File: src/rtl/mux8_rr_collector.sv
// 8-to-1 round-robin collector: merges eight valid/ready lanes onto one registered
// output stream, tagging each word with its source lane on {s2,s1,s0}.
module mux8_rr_collector #(
    parameter int unsigned DATA_W = 8,
    parameter int unsigned CNT_W  = 16
) (
    input  logic                clk,
    input  logic                rst_n,
    input  logic                en,
    input  logic [7:0]          in_valid,
    input  logic [8*DATA_W-1:0] in_data,
    output logic [7:0]          in_ready,
    output logic                out_valid,
    input  logic                out_ready,
    output logic [DATA_W-1:0]   out_data,
    output logic                s0,
    output logic                s1,
    output logic                s2,
    output logic [CNT_W-1:0]    xfer_cnt
);

    logic [2:0]        ptr_q;
    logic [2:0]        sel_q;
    logic              valid_q;
    logic [DATA_W-1:0] data_q;
    logic [CNT_W-1:0]  cnt_q;

    logic [2:0]        grant_idx;
    logic              grant_found;
    logic              load_en;
    logic              accept;
    logic              xfer;

    // rst_n gates grants so in_ready stays low for the whole reset window
    assign load_en = rst_n & en & (~valid_q | out_ready);
    assign xfer    = valid_q & out_ready;
    assign accept  = |in_ready;

    always_comb begin
        grant_found = 1'b0;
        grant_idx   = '0;
        for (int i = 1; i <= 8; i++) begin
            if (!grant_found && in_valid[3'(ptr_q + 3'(i))]) begin
                grant_found = 1'b1;
                grant_idx   = 3'(ptr_q + 3'(i));
            end
        end
        in_ready = '0;
        if (load_en && grant_found) begin
            in_ready[grant_idx] = 1'b1;
        end
    end

    always_ff @(posedge clk or negedge rst_n) begin
        if (!rst_n) begin
            ptr_q   <= 3'd7;
            sel_q   <= '0;
            valid_q <= 1'b0;
            data_q  <= '0;
            cnt_q   <= '0;
        end else begin
            if (accept) begin
                ptr_q   <= grant_idx;
                sel_q   <= grant_idx;
                valid_q <= 1'b1;
                data_q  <= in_data[32'(grant_idx) * DATA_W +: DATA_W];
            end else if (xfer) begin
                valid_q <= 1'b0;
            end
            if (xfer) begin
                cnt_q <= cnt_q + CNT_W'(1);
            end
        end
    end

    assign out_valid = valid_q;
    assign out_data  = data_q;
    assign s0        = sel_q[0];
    assign s1        = sel_q[1];
    assign s2        = sel_q[2];
    assign xfer_cnt  = cnt_q;

endmodule

File: config.mk
export PLATFORM = sky130hd
export DESIGN_NAME = mux8_rr_collector
export DESIGN_NICKNAME = d
export VERILOG_FILES = /design/src/rtl/mux8_rr_collector.sv
export SDC_FILE = /design/constraint.sdc
export NUM_CORES = 1
export LEC_CHECK = 0
export ABC_AREA = 1
export CORE_MARGIN = 2
export CORE_UTILIZATION = 40
export DETAILED_ROUTE_END_ITERATION = 8
export GPL_TIMING_DRIVEN = 0
export PLACE_DENSITY_LB_ADDON = 0.05
export SYNTH_ARGS = -nofsm -noshare
export SYNTH_HDL_FRONTEND = slang
export SYNTH_SLANG_ARGS = --single-unit
File: constraint.sdc
create_clock -name clk -period 3.1 [get_ports clk]
set_input_delay 0.62 -clock clk [delete_from_list [all_inputs] [get_ports clk]]
set_output_delay 0.62 -clock clk [all_outputs]
set_load 0.005 [all_outputs]
* After elaboration in Yosys (flattened, before gate mapping)
Index checks and enable logic that the tools add are counted.
Storage, ports and cells: word-level logic and storage cells 84, register bits 31
Cells by class: multiplexer cells 37, $add $sub $neg 8, $lt $le $gt $ge 10, bitwise logic cells 5, reduce and logical (&&, ||, !) cells 18, shifts and indexed selects 1
Operator list (count):
- 64-bit by 7-bit indexed part select with 8-bit output | 1
- 3-bit by 4-bit less-than comparator with 1-bit output, second input constant | 9
- 1-bit binary-select mux with 3-bit select | 8
- 3-bit two-way mux | 8
- 1-bit two-way mux | 19
- 16-bit by 1-bit adder with 16-bit output, second input constant | 1
- 3-bit adder, second input constant | 4
- 1-bit logical AND | 9
- 8-bit two-way mux | 1
- 8-bit OR reduction | 1
- 1-bit zero test | 7
- 3-bit by 2-bit adder with 3-bit output, second input constant | 2
- 3-bit by 1-bit adder with 3-bit output, second input constant | 1
- 1-bit bitwise AND | 3
- 1-bit demux with 3-bit select | 1
- 3-bit by 1-bit >= comparator with 1-bit output, second input constant | 1
- 2-bit nonzero test | 1
- 1-bit NOT | 1
- 1-bit bitwise OR | 1

* Logic depth before layout (Yosys ltp)
depth after elaboration 32, depth in mapped cells 21, mapped depth without buffers 19

* Least setup slack after synthesis
OpenSTA, ideal clock, no wires.
path type reg-to-output, start point register ptr_q[0], end point output port in_ready[1], path slack -0.237 ns, cell stages (with the launch flop) 19, path buffers 3, required time 2.480 ns, data arrival time 2.717 ns, path through dfstp_2 > buf_6 > inv_2 > buf_6 > ha_1 > inv_2 > nand3_1 > nand3_2 > nand2_4 > nor2_4 > nand4_4 > nor2_8 > nand3_2 > nand3_4 > nand2_4 > buf_6 > nor2_1 > inv_2 > nor2_1
Between the ends: word-level cells in the longest chain between the ends 30
RTL lines:
- start, declared | line 22 | logic [2:0] ptr_q;
- start signal, assigned | line 63 | ptr_q <= grant_idx;
- 3-bit by 1-bit adder with 3-bit output | line 43, 45
- 1-bit binary-select mux with 3-bit select | line 43 | if (!grant_found && in_valid[3'(ptr_q + 3'(i))]) begin
- 1-bit two-way mux (not written as such) | line 43
- 1-bit two-way mux | line 43
- 1-bit zero test | line 43
- 1-bit logical AND | line 43
- 1-bit two-way mux | line 43
- 1-bit zero test | line 43
- (+14 left out)
- 1-bit zero test | line 43
- 1-bit logical AND | line 43
- 3-bit two-way mux | line 43
- 3-bit by 4-bit less-than comparator with 1-bit output (not written as such) / 3-bit by 1-bit >= comparator with 1-bit output (equally long branches) | line 50 | in_ready[grant_idx] = 1'b1;
- 1-bit logical AND (not written as such) | line 50
- 1-bit two-way mux (not written as such) | line 50
- 1-bit demux with 3-bit select | line 50
- 8-bit two-way mux (*) | line 49 | if (load_en && grant_found) begin
- end, declared | line 12 | output logic [7:0] in_ready,
Every way passes the cells marked *; elsewhere a longest branch is shown, timed or not. The select of a mux whose other input is x is not followed.

* Worst setup path in the final report
start point register ptr_q[0], end point output port in_ready[7]
Same word-level chain as after synthesis.

==> impl_results.rst <==
.. list-table::
   :header-rows: 1

   * - Metric
     - Value
   * - Overall fraction of global-route tracks in use
     - 0.222
   * - Post-DP HPWL
     - 6.68 mm
   * - CP Data Arrival Time
     - 3.10 ns
   * - Most frequent cell after synthesis
     - sky130_fd_sc_hd__nand2_1
   * - Fin Setup TNS
     - -4.83 ns
   * - Count of hold buffers inserted by post-cts repair
     - 0
   * - Final Net Count
     - 662
   * - CP Max Fanout
     - 5
   * - Setup repair after global routing missed its margin
     - true
   * - Post-CTS clock slew at the launch and capture registers of the worst setup and hold paths
     - 0.06 ns
   * - Die width
     - 88.4 um
   * - Number of iterations in the first detailed-routing pass
     - 4
   * - Remaining routing DRC violations
     - 0
   * - Synthesized netlist net count
     - 517
   * - Type of the worst setup path
     - register to output port
   * - Tmin final
     - 3.72 ns
   * - Post-route ant nets
     - 0
   * - Worst-margin pin slew
     - 0.679 ns
   * - Violated checks
     - setup timing
   * - Sequential cell area fraction in the yosys report
     - 0.274
   * - Kind of start point of the critical path
     - register
   * - Clk sinks
     - 31
   * - Syn_area_per_cell
     - 6.50 um2
   * - Synthesized area
     - 2850 um2
   * - Crit path setup slack, layout
     - -0.623 ns
   * - Run status
     - finished with violations
   * - Hold crit path type
     - input pin to async pin
   * - Number of top-level pins
     - 112
   * - Congestion Overflow GR
     - 0
   * - Count of buffers inserted at the top-level ports
     - 111
   * - Total via count in the routed design
     - 3363
   * - Last weighted congestion value of the routability-driven placer
     - 0.932
   * - N_diodes
     - 0
   * - Area contributors post-synth
     - sky130_fd_sc_hd__dfrtp_1, sky130_fd_sc_hd__nand2_1, sky130_fd_sc_hd__nand3_1
   * - Die Ht
     - 88.4 um
   * - Clock tree root buffer cell
     - sky130_fd_sc_hd__clkbuf_8
   * - Period Utilization, post-route
     - 1.20
   * - Core footprint
     - 6830 um2
   * - CP Data Required Time
     - 2.48 ns
   * - Row cnt
     - 30
   * - Number of flip-flops and latches in the synthesized netlist
     - 31
   * - Number of global-route vias before repair
     - 3028
   * - Most instantiated cells after synthesis
     - sky130_fd_sc_hd__nand2_1, sky130_fd_sc_hd__nand3_1, sky130_fd_sc_hd__nor2_1
   * - Worst Setup Slack post-DPL
     - -0.961 ns
   * - Initial core utilization
     - 0.417
   * - Number of vias per cell
     - 4.95
   * - Cell variety after synth
     - 38
   * - Worst slew margin
     - 0.548
   * - Clk Latency, worst-skew pair
     - 0.28 ns
   * - Clock Path Buffers
     - 2
   * - Async set-or-reset flop fraction in the synthesized netlist
     - 1.00
   * - Main flop type after synthesis
     - sky130_fd_sc_hd__dfrtp_1
   * - Number of buffers added by the clock tree synthesis step
     - 5
   * - Final-report hold violation count
     - 0
   * - Maximum achievable frequency
     - 269 MHz
   * - Antenna violations before repair
     - 0
   * - Share of the synthesized area in the top cell type
     - 0.246
   * - Total die area
     - 7810 um2
   * - Core occupancy in the finished layout
     - 0.691
   * - Placement Cell Area
     - 4130 um2
   * - Largest area contributor in the synthesized netlist
     - sky130_fd_sc_hd__dfrtp_1
   * - Clock Skew
     - 0.00655 ns
   * - Drt initial violations
     - 140
   * - Level count of the clock H-tree
     - 2
   * - Maximum number of pins on one net before global-route repair
     - 33
   * - Share of post-route cells with drive strength above 1
     - 0.267
   * - Yosys warnings
     - 0
   * - Clock tree from TritonCTS
     - built
   * - Final wirelength
     - 9.07 mm
   * - Area delta synth->final
     - 65.7%
   * - Global-route wire length before repair
     - 13.8 mm
   * - Gate count after technology mapping
     - 438
   * - Final Cell Area
     - 4720 um2
   * - # Max-Cap Violations
     - 0
   * - Endpoint kind of the worst setup timing path
     - output port
   * - Avg WL per Cell
     - 13.3 um
   * - EDFF count, synth
     - 0
   * - Total setup violations reported at the end of the flow
     - 13
   * - Pins over their slew limit
     - 0
per-layer routing:
layer / vias up / global-route usage / wire length (um)
met2: 115 / 0.386 / 4460
li1: 1683 / - / -
met4: 0 / 0.0551 / 181
met1: 1548 / 0.290 / 3940
met3: 17 / 0.0317 / 488
met5: - / 0 / 0
worst paths after layout:
path	end	slack, ns	from	depth (start not counted)
max	in_ready[7]	-0.62	ptr_q[0]$_DFFE_PN1P_	19
min	xfer_cnt[1]$_DFFE_PN0P_	0.37	rst_n	1
max reg2reg	out_data[0]$_DFFE_PN0P_	-0.02	ptr_q[0]$_DFFE_PN1P_	22
min reg2reg	xfer_cnt[15]$_DFFE_PN0P_	0.47	xfer_cnt[15]$_DFFE_PN0P_	1
max in group asynchronous	sel_q[1]$_DFFE_PN0P_	2.28	rst_n	1
min in group clk	xfer_cnt[15]$_DFFE_PN0P_	0.47	xfer_cnt[15]$_DFFE_PN0P_	1
registers in the layout (all words and copies together), names as in the netlist:
signal and count:
out_valid 1, xfer_cnt 16, ptr_q 3, sel_q 3, out_data 8
what timing repair did:
| item | CTS | global route |
|---|---|---|
| pin swaps | 22 | 23 |
| setup buffers | 23 | 5 |
| endpoints found under the setup margin | 22 | 22 |
| resized for setup | 61 | 52 |
per-stage QoR:
stage          hold slack (ns)  std cells
2_1_floorplan            0.324        438
3_3_place_gp             0.457        645
3_5_place_dp             0.466        645
4_1_cts                  0.388        675
5_1_grt                  0.436        680
6_report                 0.374        680
layout make-up:
class	instances	area [um2]
fill	584	2110
multi-input combinational	354	2100
timing repair buffer	139	1300
sequential	31	779
buffer	14	166
inverter	38	160
tap	96	120
clock buffer	7	86.3
clock inverter	1	5.00
worst max-delay path, cell delays in order (launching register included):
cell and delay [ns]:
sky130_fd_sc_hd__dfstp_2 0.55, sky130_fd_sc_hd__buf_8 0.11, sky130_fd_sc_hd__inv_4 0.03, sky130_fd_sc_hd__buf_12 0.11
sky130_fd_sc_hd__ha_4 0.35, sky130_fd_sc_hd__nand3_4 0.10, sky130_fd_sc_hd__nand3_4 0.09, sky130_fd_sc_hd__nand2_4 0.07
sky130_fd_sc_hd__nor2_4 0.15, sky130_fd_sc_hd__nand4_4 0.15, sky130_fd_sc_hd__nor2_8 0.19, sky130_fd_sc_hd__nand3_2 0.10
sky130_fd_sc_hd__nand3_4 0.11, sky130_fd_sc_hd__buf_6 0.12, sky130_fd_sc_hd__nand2_8 0.05, sky130_fd_sc_hd__buf_8 0.12
sky130_fd_sc_hd__nor2_4 0.11, sky130_fd_sc_hd__inv_4 0.07, sky130_fd_sc_hd__nor2_4 0.11, sky130_fd_sc_hd__buf_2 0.12
layout by cell type (no fill, tap or decap), types with 10 or more instances in the layout:
master and instances:
sky130_fd_sc_hd__nor2_1 29, sky130_fd_sc_hd__inv_1 25, sky130_fd_sc_hd__nor2_2 14, sky130_fd_sc_hd__buf_4 30
sky130_fd_sc_hd__nand3_2 17, sky130_fd_sc_hd__dfrtp_1 28, sky130_fd_sc_hd__nand2_1 143, sky130_fd_sc_hd__nor2_4 10
sky130_fd_sc_hd__nand2_2 21, sky130_fd_sc_hd__clkdlybuf4s50_1 102, sky130_fd_sc_hd__xor2_1 12, sky130_fd_sc_hd__nand3_1 51
kinds of logic after synthesis:
| kind of cell | count (synthesis) | share of synthesized area |
|---|---|---|
| muxes | 1 | 0.00395 |
| adders and majority gates | 3 | 0.0132 |
| buffers and inverters | 53 | 0.0927 |
| DFF | 31 | 0.274 |
| AOI/OAI and AO/OA | 18 | 0.0369 |
| and+or+nand+nor | 315 | 0.525 |
| xor gates and xnor gates | 17 | 0.0549 |
Power is not shown: default switching activity piles up to over one toggle a cycle in this logic, so the estimate is an artifact.
